## src/rtl/sum_accumulator_if.sv

```systemverilog
// Bundle of the adder-result input stream, the frame-total output stream and the frame abort.
// Both streams use valid/ready: a transfer happens on a rising edge where valid && ready are both high.
interface sum_accumulator_if #(
    parameter int ACC_W = 8
);
    logic             clear;
    logic             in_valid;
    logic             in_ready;
    logic [2:0]       in_sum;
    logic             out_valid;
    logic             out_ready;
    logic [ACC_W-1:0] out_total;
    logic             out_ovf;

    modport master (
        output clear, in_valid, in_sum, out_ready,
        input  in_ready, out_valid, out_total, out_ovf
    );

    modport slave (
        input  clear, in_valid, in_sum, out_ready,
        output in_ready, out_valid, out_total, out_ovf
    );
endinterface

```

## src/rtl/sum_accumulator.sv

```systemverilog
// Sums a frame of COUNT 3-bit adder results into an ACC_W-bit total with a sticky carry flag,
// then holds the total on the output stream until it is taken.
module sum_accumulator #(
    parameter int COUNT = 4,
    parameter int ACC_W = 8
) (
    input  logic              clk,
    input  logic              rst_n,
    sum_accumulator_if.slave  bus,
    output logic              dbg_state
);
    typedef enum logic {ACCUM = 1'b0, HOLD = 1'b1} state_t;

    localparam logic [7:0] LAST_CNT = 8'(COUNT - 1);

    state_t           state_q, state_d;
    logic [ACC_W-1:0] acc_q, acc_d;
    logic [7:0]       cnt_q, cnt_d;
    logic             ovf_q, ovf_d;
    logic [ACC_W-1:0] total_q, total_d;
    logic             tovf_q, tovf_d;

    logic             accept;
    logic             out_fire;
    logic [ACC_W:0]   sum_ext;

    assign accept   = bus.in_valid && (state_q == ACCUM);
    assign out_fire = bus.out_ready && (state_q == HOLD);
    // One extra bit on the adder catches the carry out of the accumulator.
    assign sum_ext  = {1'b0, acc_q} + {{(ACC_W-2){1'b0}}, bus.in_sum};

    always_ff @(posedge clk or negedge rst_n) begin
        if (!rst_n) begin
            state_q <= ACCUM;
            acc_q   <= '0;
            cnt_q   <= '0;
            ovf_q   <= 1'b0;
            total_q <= '0;
            tovf_q  <= 1'b0;
        end else begin
            state_q <= state_d;
            acc_q   <= acc_d;
            cnt_q   <= cnt_d;
            ovf_q   <= ovf_d;
            total_q <= total_d;
            tovf_q  <= tovf_d;
        end
    end

    always_comb begin
        state_d = state_q;
        acc_d   = acc_q;
        cnt_d   = cnt_q;
        ovf_d   = ovf_q;
        total_d = total_q;
        tovf_d  = tovf_q;
        if (bus.clear || out_fire) begin
            state_d = ACCUM;
            acc_d   = '0;
            cnt_d   = '0;
            ovf_d   = 1'b0;
            total_d = '0;
            tovf_d  = 1'b0;
        end else if (accept) begin
            acc_d = sum_ext[ACC_W-1:0];
            ovf_d = ovf_q | sum_ext[ACC_W];
            if (cnt_q == LAST_CNT) begin
                state_d = HOLD;
                cnt_d   = '0;
                total_d = sum_ext[ACC_W-1:0];
                tovf_d  = ovf_q | sum_ext[ACC_W];
            end else begin
                cnt_d = cnt_q + 8'd1;
            end
        end
    end

    // Handshake flags decode only the state register, never the incoming valid/ready.
    assign bus.in_ready  = (state_q == ACCUM);
    assign bus.out_valid = (state_q == HOLD);
    assign bus.out_total = total_q;
    assign bus.out_ovf   = tovf_q;
    assign dbg_state     = state_q;
endmodule
```

## src/flat_wrapper.sv

```systemverilog
// flat-port wrapper written by rule: the top's interface ports become plain ports
module sum_accumulator_flat 
#(
    parameter int COUNT = 4,
    parameter int ACC_W = 8
)
  (clk, rst_n, dbg_state, bus_clear, bus_in_valid, bus_in_sum, bus_out_ready, bus_in_ready, bus_out_valid, bus_out_total, bus_out_ovf);
  sum_accumulator_if #(.ACC_W(ACC_W)) bus_i ();
  input  logic clk;
  input  logic rst_n;
  output logic dbg_state;
  input wire logic [$bits(bus_i.clear)-1:0] bus_clear;
  input wire logic [$bits(bus_i.in_valid)-1:0] bus_in_valid;
  input wire logic [$bits(bus_i.in_sum)-1:0] bus_in_sum;
  input wire logic [$bits(bus_i.out_ready)-1:0] bus_out_ready;
  output wire logic [$bits(bus_i.in_ready)-1:0] bus_in_ready;
  output wire logic [$bits(bus_i.out_valid)-1:0] bus_out_valid;
  output wire logic [$bits(bus_i.out_total)-1:0] bus_out_total;
  output wire logic [$bits(bus_i.out_ovf)-1:0] bus_out_ovf;
  assign bus_i.clear = bus_clear;
  assign bus_i.in_valid = bus_in_valid;
  assign bus_i.in_sum = bus_in_sum;
  assign bus_i.out_ready = bus_out_ready;
  assign bus_in_ready = bus_i.in_ready;
  assign bus_out_valid = bus_i.out_valid;
  assign bus_out_total = bus_i.out_total;
  assign bus_out_ovf = bus_i.out_ovf;
  sum_accumulator #(.COUNT(COUNT), .ACC_W(ACC_W)) u_core (.clk(clk), .rst_n(rst_n), .bus(bus_i), .dbg_state(dbg_state));
endmodule
```

## config.mk

```make
export PLATFORM = sky130hd
export DESIGN_NAME = sum_accumulator_flat
export DESIGN_NICKNAME = d
export VERILOG_FILES = /design/src/rtl/sum_accumulator_if.sv /design/src/rtl/sum_accumulator.sv /design/src/flat_wrapper.sv
export SDC_FILE = /design/constraint.sdc
export NUM_CORES = 1
export LEC_CHECK = 0
export BUFFER_PORTS_ARGS = -buffer_cell sky130_fd_sc_hd__buf_2
export CORE_MARGIN = 3
export CORE_UTILIZATION = 30
export CTS_BUF_LIST = sky130_fd_sc_hd__clkbuf_4 sky130_fd_sc_hd__clkbuf_8 sky130_fd_sc_hd__clkbuf_16
export DETAILED_ROUTE_END_ITERATION = 16
export GPL_ROUTABILITY_DRIVEN = 0
export SYNTH_ARGS = -nofsm -noshare
export SYNTH_HDL_FRONTEND = slang
export SYNTH_SLANG_ARGS = --single-unit
```

## constraint.sdc

```tcl
create_clock -name clk -period 2.3 [get_ports clk]
set_input_delay 0.46 -clock clk [delete_from_list [all_inputs] [get_ports clk]]
set_output_delay 0.46 -clock clk [all_outputs]
set_load 0.005 [all_outputs]
```

==> results.yml, run 1 <==
timing:
  setup_viol: 0
  slew_violations: 0
  fin_tns_setup_ps: 0
  period_minus_slack_ps: 2000
  rsz0062_at_grt: "false"
  slew_headroom: 0.594
  fmax_ghz: 0.501
  final.setup_skew_ps: 12.3
  hold_violations: 0
  tightestPinTransition_ps: 609
  worst_slack_ps: 303
  timing.final.crit_share: 0.868
pwr:
  irDropWorstVdd_mv: 0.259
  intPower_w: 0.000655
  swShare: 0.272
  powerDensity_nw_per_um2: 540
  power.share.combinational: 0.131
  seq_power_share: 0.553
  clock_power_share: 0.316
  power_switching_w: 0.000245
  p_leak_nw: 0.761
cts:
  post_cts_resized: 0
  path_clk_slew_ps: 110
  cts_buffers: 3
  clkSinkCount: 27
  cts.htree.levels: 1
  postCtsHoldBufs: 0
  cts_setup_buffers: 0
  clkLatencyLatePin_ps: 280
  clk_path_buf_depth: 2
  root_buffer: "clkbuf_8"
  cts_tree: "built"
synth:
  synth_edf_count: 0
  async_flop_share: 1.00
  synthCells: 146
  yosysMostFrequentCell: "dfrtp_1"
  synth_top_area_cell: "dfrtp_1"
  synth_area_um2: 1440
  syn_area_per_cell_um2: 9.89
  synth-seq-area-share: 0.468
  synthTopCellsByArea: "dfrtp_1 (47%), nor2_1 (5.5%), xnor2_1 (5.5%), xor2_1 (3.6%), ha_1 (3.5%)"
  synthTopCellsByCount: "dfrtp_1 (27), nor2_1 (21), nand2_1 (10)"
  synthDistinctLibCells: 35
  ys_ff_latch: 27
  synth_top_area_share: 0.468
  synthFlopType: "dfrtp_1"
  yosysWarnings: 0
  syn_nets: 159
worst_setup_path:
  cp.required_ps: 2470
  critPathCaptureType: "register"
  cp_max_fo: 6
  path_cells: "or4_4 -> o311ai_2 -> o22ai_1 -> a21o_1"
  cp_top_family: "compound AO/OA/AOI/OAI gates"
  r2r-start: "u_core.cnt_q[2]"
  path_buf_inv: 0
  crit_type: "reg2reg"
  reg2reg_to: "u_core.cnt_q[7]"
  worstSetupStartpointType: "register"
  r2r_cells: 4
  cp_slowest_cell: "or4_4"
  r2r_setup_slack_ps: 300
  critPathArrivalTime_ps: 2170
  slowest_delay_ps: 590
cells_and_area:
  fin_nets: 183
  drive_gt1_frac: 0.219
  diodes: 0
  nFillCells: 455
  area_growth_pct: 15.5
die:
  die_width_um: 75.4
  die_h_um: 75.4
  fp.coreArea_um2: 4500
  dieArea_um2: 5680
  io_pins: 20
  start_util: 0.321
  core.rowCount: 24
grt:
  grt.total_usage: 0.111
  antenna_found_initial: 0
  grt_pass1_wl_um: 4890
  grt_max_degree: 28
  grt_pass1_vias: 1075
  grt-ovfl-total: 0
detailed_routing:
  routed_wl_um: 2900
  postRouteAntennaNets: 0
  routed_via_density: 4.91
  drt_iter0_drc: 43
  vias: 1086
  drc: 0
  wire_per_inst_um: 13.1
  dr.pass1.iters: 4
job:
  maxCapViolCount: 0
min_path:
  min_path_type: "in2async"
place:
  place_ws_ps: 261
  dp_hpwl_um: 2140
  port_buffers: 19
outcome:
  status: "finished, final reports clean"
## metrics by stage
step / power, W / util / area [um^2] / hold slack [ps] / cells
3_3_place_gp: 0.000626 / 0.359 / 1620 / 476 / 217
6_report: 0.000901 / 0.370 / 1670 / 170 / 221
2_1_floorplan: 0.000581 / - / 1440 / 164 / 146
4_1_cts: 0.000918 / 0.370 / 1670 / 194 / 221
3_5_place_dp: 0.000628 / 0.359 / 1620 / 491 / 217
5_1_grt: 0.000959 / 0.370 / 1670 / 208 / 221
## cell usage in the layout, fill, tap and decap left out, types with 2 or more instances in the layout
cell type / synthesis / layout
dfrtp_1: 27 / 27
nand2_1: 10 / 10
buf_4: 1 / 7
nor4_1: 2 / 2
clkbuf_8: 0 / 3
ha_1: 4 / 4
o2111ai_1: 2 / 2
and3_1: 5 / 5
nor3_1: 5 / 5
inv_1: 3 / 3
o21ai_0: 7 / 7
a21o_1: 3 / 3
nand3_1: 2 / 2
nand2b_1: 4 / 4
xor2_1: 6 / 6
a211oi_1: 3 / 3
a21oi_2: 2 / 2
xnor2_1: 9 / 9
buf_2: 0 / 19
o21ai_1: 2 / 2
a21oi_1: 6 / 6
nor2_1: 21 / 21
o22ai_1: 3 / 3
mux2i_1: 2 / 2
## flip-flops by register name, summed over array words and instances (netlist names)
register	cells
u_core.acc_q	8
u_core.bus.out_total	8
u_core.bus.out_ovf	1
u_core.ovf_q	1
u_core.cnt_q	8
u_core.bus.out_valid	1
## worst max-delay path by stage
stage / startpoint / end / slack [ps] / cells past startpoint
6_report: u_core.cnt_q[2] / u_core.cnt_q[7] / 300 / 4
5_1_grt: u_core.cnt_q[2] / u_core.cnt_q[6] / 230 / 4
4_1_cts: u_core.cnt_q[2] / u_core.cnt_q[7] / 330 / 4
3_5_place_dp: bus_in_sum[0] / u_core.bus.out_ovf / 260 / 7
3_3_place_gp: bus_in_sum[0] / u_core.bus.out_ovf / 280 / 7
2_1_floorplan: u_core.cnt_q[2] / u_core.bus.out_total[3] / 480 / 5
## worst reg2reg max path, stage by stage (launching register included)
cell	delay, ps
dfrtp_1	460
or4_4	590
o311ai_2	470
o22ai_1	160
a21o_1	200
## kinds of logic (layout without fill, tap and decap cells)
family | Yosys count | after routing | share of synthesized area
buffers and inverters | 10 | 33 | 0.0338
xor gates and xnor gates | 15 | 15 | 0.0910
and+or+nand+nor | 56 | 56 | 0.198
DFF | 27 | 27 | 0.468
AOI/OAI and AO/OA | 31 | 31 | 0.146
muxes | 2 | 2 | 0.0139
adders and majority gates | 5 | 5 | 0.0485
## per-layer routing
metal,share of wire,vias up,GRT usage
met3,0.027,2,0.0330
met2,0.49,12,0.186
met4,0.0041,0,0.0175
met5,0,-,0
li1,-,554,-
met1,0.48,518,0.145
## layout make-up
class,instances,area [um^2],share of cell area
tap,52,65.1,0.0390
clock buffer,3,41.3,0.0248
inverter,3,11.3,0.00675
clock inverter,1,7.51,0.00450
multi-input combinational,109,719,0.431
timing repair buffer,26,148,0.0885
sequential,27,676,0.405
## power groups by stage
stage,registers (W),logic [W],clock network [W]
finish,0.000498,0.000118,0.000285
floorplan,0.000503,0.0000781,0
detailed placement,0.000507,0.000120,0
CTS,0.000498,0.000121,0.000299
global route,0.000500,0.000137,0.000322
global placement,0.000507,0.000119,0
(Power assumes the default switching activity.)
==> run 2, diff against run 1 <==
BUFFER_PORTS_ARGS = not set   (was -buffer_cell sky130_fd_sc_hd__buf_2)
CORE_UTILIZATION = 60   (was 30)
DONT_BUFFER_PORTS = 1   (was not set)
PLACE_DENSITY = 0.76   (was not set)
SLEW_MARGIN = 20   (was not set)
==> run 2 against run 1 <==
  * Clock skew shrank 5.8 ps
  * Core utilization grew 31 points
  * First-iteration DRC count shrank 35%
  * Sequential power is essentially flat
  * Critical endpoint is now u_core.bus.out_total[3]
  * Clock power shrank 24%
  * Largest power group unchanged
==> results.yml, run 2 (synthesis gave the netlist of run 1 again) <==
cts:
  cts.htree.levels: 1
  clkLatencyLatePin_ps: 330
  clk_path_buf_depth: 2
  cts_setup_buffers: 0
  cts_tree: "built"
  post_cts_resized: 0
  path_clk_slew_ps: 140
  root_buffer: "clkbuf_4"
  postCtsHoldBufs: 2
  cts_buffers: 3
  clkSinkCount: 27
timing:
  slew_violations: 0
  setup_viol: 0
  final.setup_skew_ps: 6.50
  rsz0062_at_grt: "false"
  fin_tns_setup_ps: 0
  period_minus_slack_ps: 1990
  tightestPinTransition_ps: 464
  slew_headroom: 0.690
  hold_slack_ps: 442
  fmax_ghz: 0.502
  hold_violations: 0
  worst_slack_ps: 309
  timing.final.crit_share: 0.865
die:
  fp.coreArea_um2: 2250
  start_util: 0.640
  core.rowCount: 17
  die_width_um: 55.1
  die_h_um: 55.1
  dieArea_um2: 3030
  io_pins: 20
pwr:
  powerDensity_nw_per_um2: 540
  irDropWorstVdd_mv: 0.380
  p_leak_nw: 0.670
grt:
  antenna_found_initial: 0
  grt.total_usage: 0.212
  grt_pass1_vias: 1037
  grt_pass1_wl_um: 4490
  grt-ovfl-total: 0
  grt_max_degree: 28
cells_and_area:
  multiInputGateArea_um2: 719
  final_common_cell: "dfrtp_1"
  fin_util: 0.683
  nFillCells: 184
  drive_gt1_frac: 0.113
  diodes: 0
  fin_area_um2: 1540
  mostFrequentLayoutCells: "dfrtp_1 (27), nor2_1 (21), nand2_1 (10)"
  regArea_um2: 676
  fin_nets: 164
  area_growth_pct: 6.59
detailed_routing:
  drc: 0
  drt_iter0_drc: 28
  postRouteAntennaNets: 0
  routed_wl_um: 2840
  routed_via_density: 6.03
  wire_per_inst_um: 15.9
  vias: 1074
  dr.pass1.iters: 4
place:
  place_ws_ps: 295
  placed_area_um2: 1480
  dp_hpwl_um: 2050
  port_buffers: 0
min_path:
  min_path_type: "in2reg"
job:
  maxCapViolCount: 0
outcome:
  status: "finished, final reports clean"
worst_setup_path:
  worstSetupStartpointType: "register"
  critPathCaptureType: "register"
  critPathArrivalTime_ps: 2260
  cp.required_ps: 2570
  cp_max_fo: 11
  crit_type: "reg2reg"
-- run 2: changes by cell type in the layout (fill, tap and decap cells not counted), sizes merged --
| cell | change |
|---|---|
| dlygate4sd3 | +1 |
| clkinvlp | -1 |
| buf | -20 |
| clkbuf | +1 |
-- run 2: final timing paths --
check | slack [ps] | end | depth (start not counted) | start
worst min register to register | 540 | u_core.cnt_q[6] | 1 | u_core.cnt_q[6]
worst min-delay path | 440 | u_core.bus.out_total[0] | 3 | bus_in_sum[0]
worst max-delay path | 310 | u_core.bus.out_total[3] | 5 | u_core.cnt_q[2]
worst max register to register | 310 | u_core.bus.out_total[3] | 5 | u_core.cnt_q[2]
max in group asynchronous | 1570 | u_core.acc_q[3] | 2 | rst_n
min in group asynchronous | 580 | u_core.cnt_q[4] | 2 | rst_n
-- run 2: power breakdown --
part,leakage (nW),switching (W),internal [W]
Combinational,0.279,0.0000700,0.0000437
Clock,0.0184,0.000138,0.0000799
Sequential,0.373,0.0000125,0.000486
-- run 2: metal layers --
metal  track usage  routed length (um)  vias up
li1              -                   -      518
met1         0.276                1290      513
met2         0.325                1290       36
met3        0.0536                 195        7
met4         0.109                  61        0
met5             0                   0        -
-- run 2: worst max-delay path, cell delays in order, from the launching register on --
cell and delay (ps):
dfrtp_1 470, or4_4 590, nor4_4 380, buf_4 260, nand2_2 70, o22ai_2 140
-- run 2: area by class of cell --
class / count / share of cell area
clock buffer: 4 / 0.0195
inverter: 3 / 0.00732
multi-input combinational: 109 / 0.467
sequential: 27 / 0.439
tap: 28 / 0.0228
timing repair buffer: 7 / 0.0439
-- run 2: through the flow --
step           total power, W  std cells
2_1_floorplan        0.000581        146
3_3_place_gp         0.000603        172
3_5_place_dp         0.000606        172
4_1_cts              0.000840        178
5_1_grt              0.000873        178
6_report             0.000831        178
==> run 3, diff against run 2 <==
CELL_PAD_IN_SITES_DETAIL_PLACEMENT = 1   (was not set)
CELL_PAD_IN_SITES_GLOBAL_PLACEMENT = 1   (was not set)
CORE_UTILIZATION = 48   (was 60)
PLACE_DENSITY = not set   (was 0.76)
PLACE_DENSITY_LB_ADDON = 0.1   (was not set)
==> run 3 against run 2 <==
  * Die area is 22% higher
  * Clock power is 4% higher
  * Clock skew is 2.8 ps higher
  * Global-route usage is 0.054 points lower
  * Cell area is 0.73% higher
  * Register-to-register slack hardly changed
  * Non-clock buffer count is 1 higher
  * Highest routed layer unchanged
  * Via count is 3.9% higher
==> results.yml, run 3 (synthesis gave the netlist of run 1 again) <==
outcome:
  status: "finished, final reports clean"
die:
  dieArea_um2: 3700
  fp.coreArea_um2: 2810
  die_h_um: 60.8
  die_width_um: 60.8
  io_pins: 20
  core.rowCount: 19
  start_util: 0.515
grt:
  grt.total_usage: 0.212
  grt-ovfl-total: 0
  grt_pass1_vias: 1167
  grt_max_degree: 28
  grt_pass1_wl_um: 5580
  antenna_found_initial: 0
timing:
  slew_headroom: 0.680
  tightestPinTransition_ps: 479
  timing.final.crit_share: 0.860
  setup_viol: 0
  period_minus_slack_ps: 1980
  final.setup_skew_ps: 9.33
  fmax_ghz: 0.505
  rsz0062_at_grt: "false"
  fin_tns_setup_ps: 0
  slew_violations: 0
  hold_violations: 0
pwr:
  irDropWorstVdd_mv: 0.339
  p_total_w: 0.000844
  p_leak_nw: 0.676
  powerDensity_nw_per_um2: 545
worst_setup_path:
  path_cells: "or4_4 -> nor4_4 -> buf_4 -> nand2b_1 -> o22ai_1"
  worst-path-stages: 5
  worstSetupStartpointType: "register"
  slowest_delay_ps: 600
  crit_type: "reg2reg"
  cp_top_family: "simple AND/OR/NAND/NOR gates"
  r2r_setup_slack_ps: 320
  r2r-start: "u_core.cnt_q[2]"
  cp_slowest_cell: "or4_4"
  cp_max_fo: 11
  crit_start: "u_core.cnt_q[2]"
  cp.required_ps: 2520
  cp-endpoint: "u_core.bus.out_ovf"
  reg2reg_to: "u_core.bus.out_ovf"
  critPathCaptureType: "register"
  critPathArrivalTime_ps: 2200
  path_buf_inv: 1
  r2r_cells: 5
detailed_routing:
  drc: 0
  routed_wl_um: 3340
  dr.pass1.iters: 4
  postRouteAntennaNets: 0
  wire_per_inst_um: 18.3
  vias: 1116
  drt_iter0_drc: 67
  routed_via_density: 6.13
cells_and_area:
  final_common_cell: "dfrtp_1"
  fin_util: 0.553
  drive_gt1_frac: 0.119
  fin_area_um2: 1550
  fin_nets: 165
  fin_cells: 182
  diodes: 0
  area_growth_pct: 7.37
  mostFrequentLayoutCells: "dfrtp_1 (27), nor2_1 (21), nand2_1 (10)"
cts:
  clkSinkCount: 27
  root_buffer: "clkbuf_4"
  cts_buffers: 3
  cts_setup_buffers: 0
  clkLatencyLatePin_ps: 340
  cts_tree: "built"
  cts.htree.levels: 1
  clk_path_buf_depth: 2
  path_clk_slew_ps: 150
  post_cts_resized: 0
  postCtsHoldBufs: 2
place:
  dp_hpwl_um: 2530
  dp_cells: 176
  placed_area_um2: 1490
  port_buffers: 0
min_path:
  min_path_type: "in2reg"
job:
  maxCapViolCount: 0
-- run 3: worst min path at each step --
stage                        from                       to  slack, ps  cells past startpoint
floorplan                   rst_n          u_core.acc_q[0]        160                      0
global placement            rst_n          u_core.acc_q[3]        170                      0
detailed placement          rst_n          u_core.acc_q[3]        170                      0
CTS                 bus_in_sum[0]  u_core.bus.out_total[0]        430                      3
global route            bus_clear  u_core.bus.out_total[3]        460                      4
finish              bus_in_sum[0]  u_core.bus.out_total[0]        430                      3
-- run 3: stage by stage --
| step | hold WS (ps) | worst slack, ps |
|---|---|---|
| after floorplan | 164 | 482 |
| after global placement | 165 | 401 |
| after detailed placement | 165 | 309 |
| after CTS | 431 | 314 |
| after global routing | 459 | 189 |
| final | 434 | 321 |
-- run 3: layout make-up --
type	count	area, um^2
clock buffer	4	30.0
fill	326	1250
inverter	3	11.3
multi-input combinational	109	719
sequential	27	676
tap	31	38.8
timing repair buffer	8	75.1
-- run 3: tightest hold or removal path, stage by stage --
cell and delay [ps]:
ha_1 140, mux2i_1 70, nor2_1 70
-- run 3: power by group --
| group | internal, W | switching [W] | leakage (nW) |
|---|---|---|---|
| Clock | 0.0000801 | 0.000146 | 0.0184 |
| Combinational | 0.0000446 | 0.0000739 | 0.284 |
| Sequential | 0.000486 | 0.0000132 | 0.373 |
| Total | 0.000611 | 0.000233 | 0.676 |
-- run 3: routing by layer --
layer / vias up / share of wire / track usage
li1: 519 / - / -
met1: 554 / 0.44 / 0.271
met2: 37 / 0.48 / 0.340
met3: 6 / 0.061 / 0.0383
met4: 0 / 0.025 / 0.111
met5: - / 0 / 0
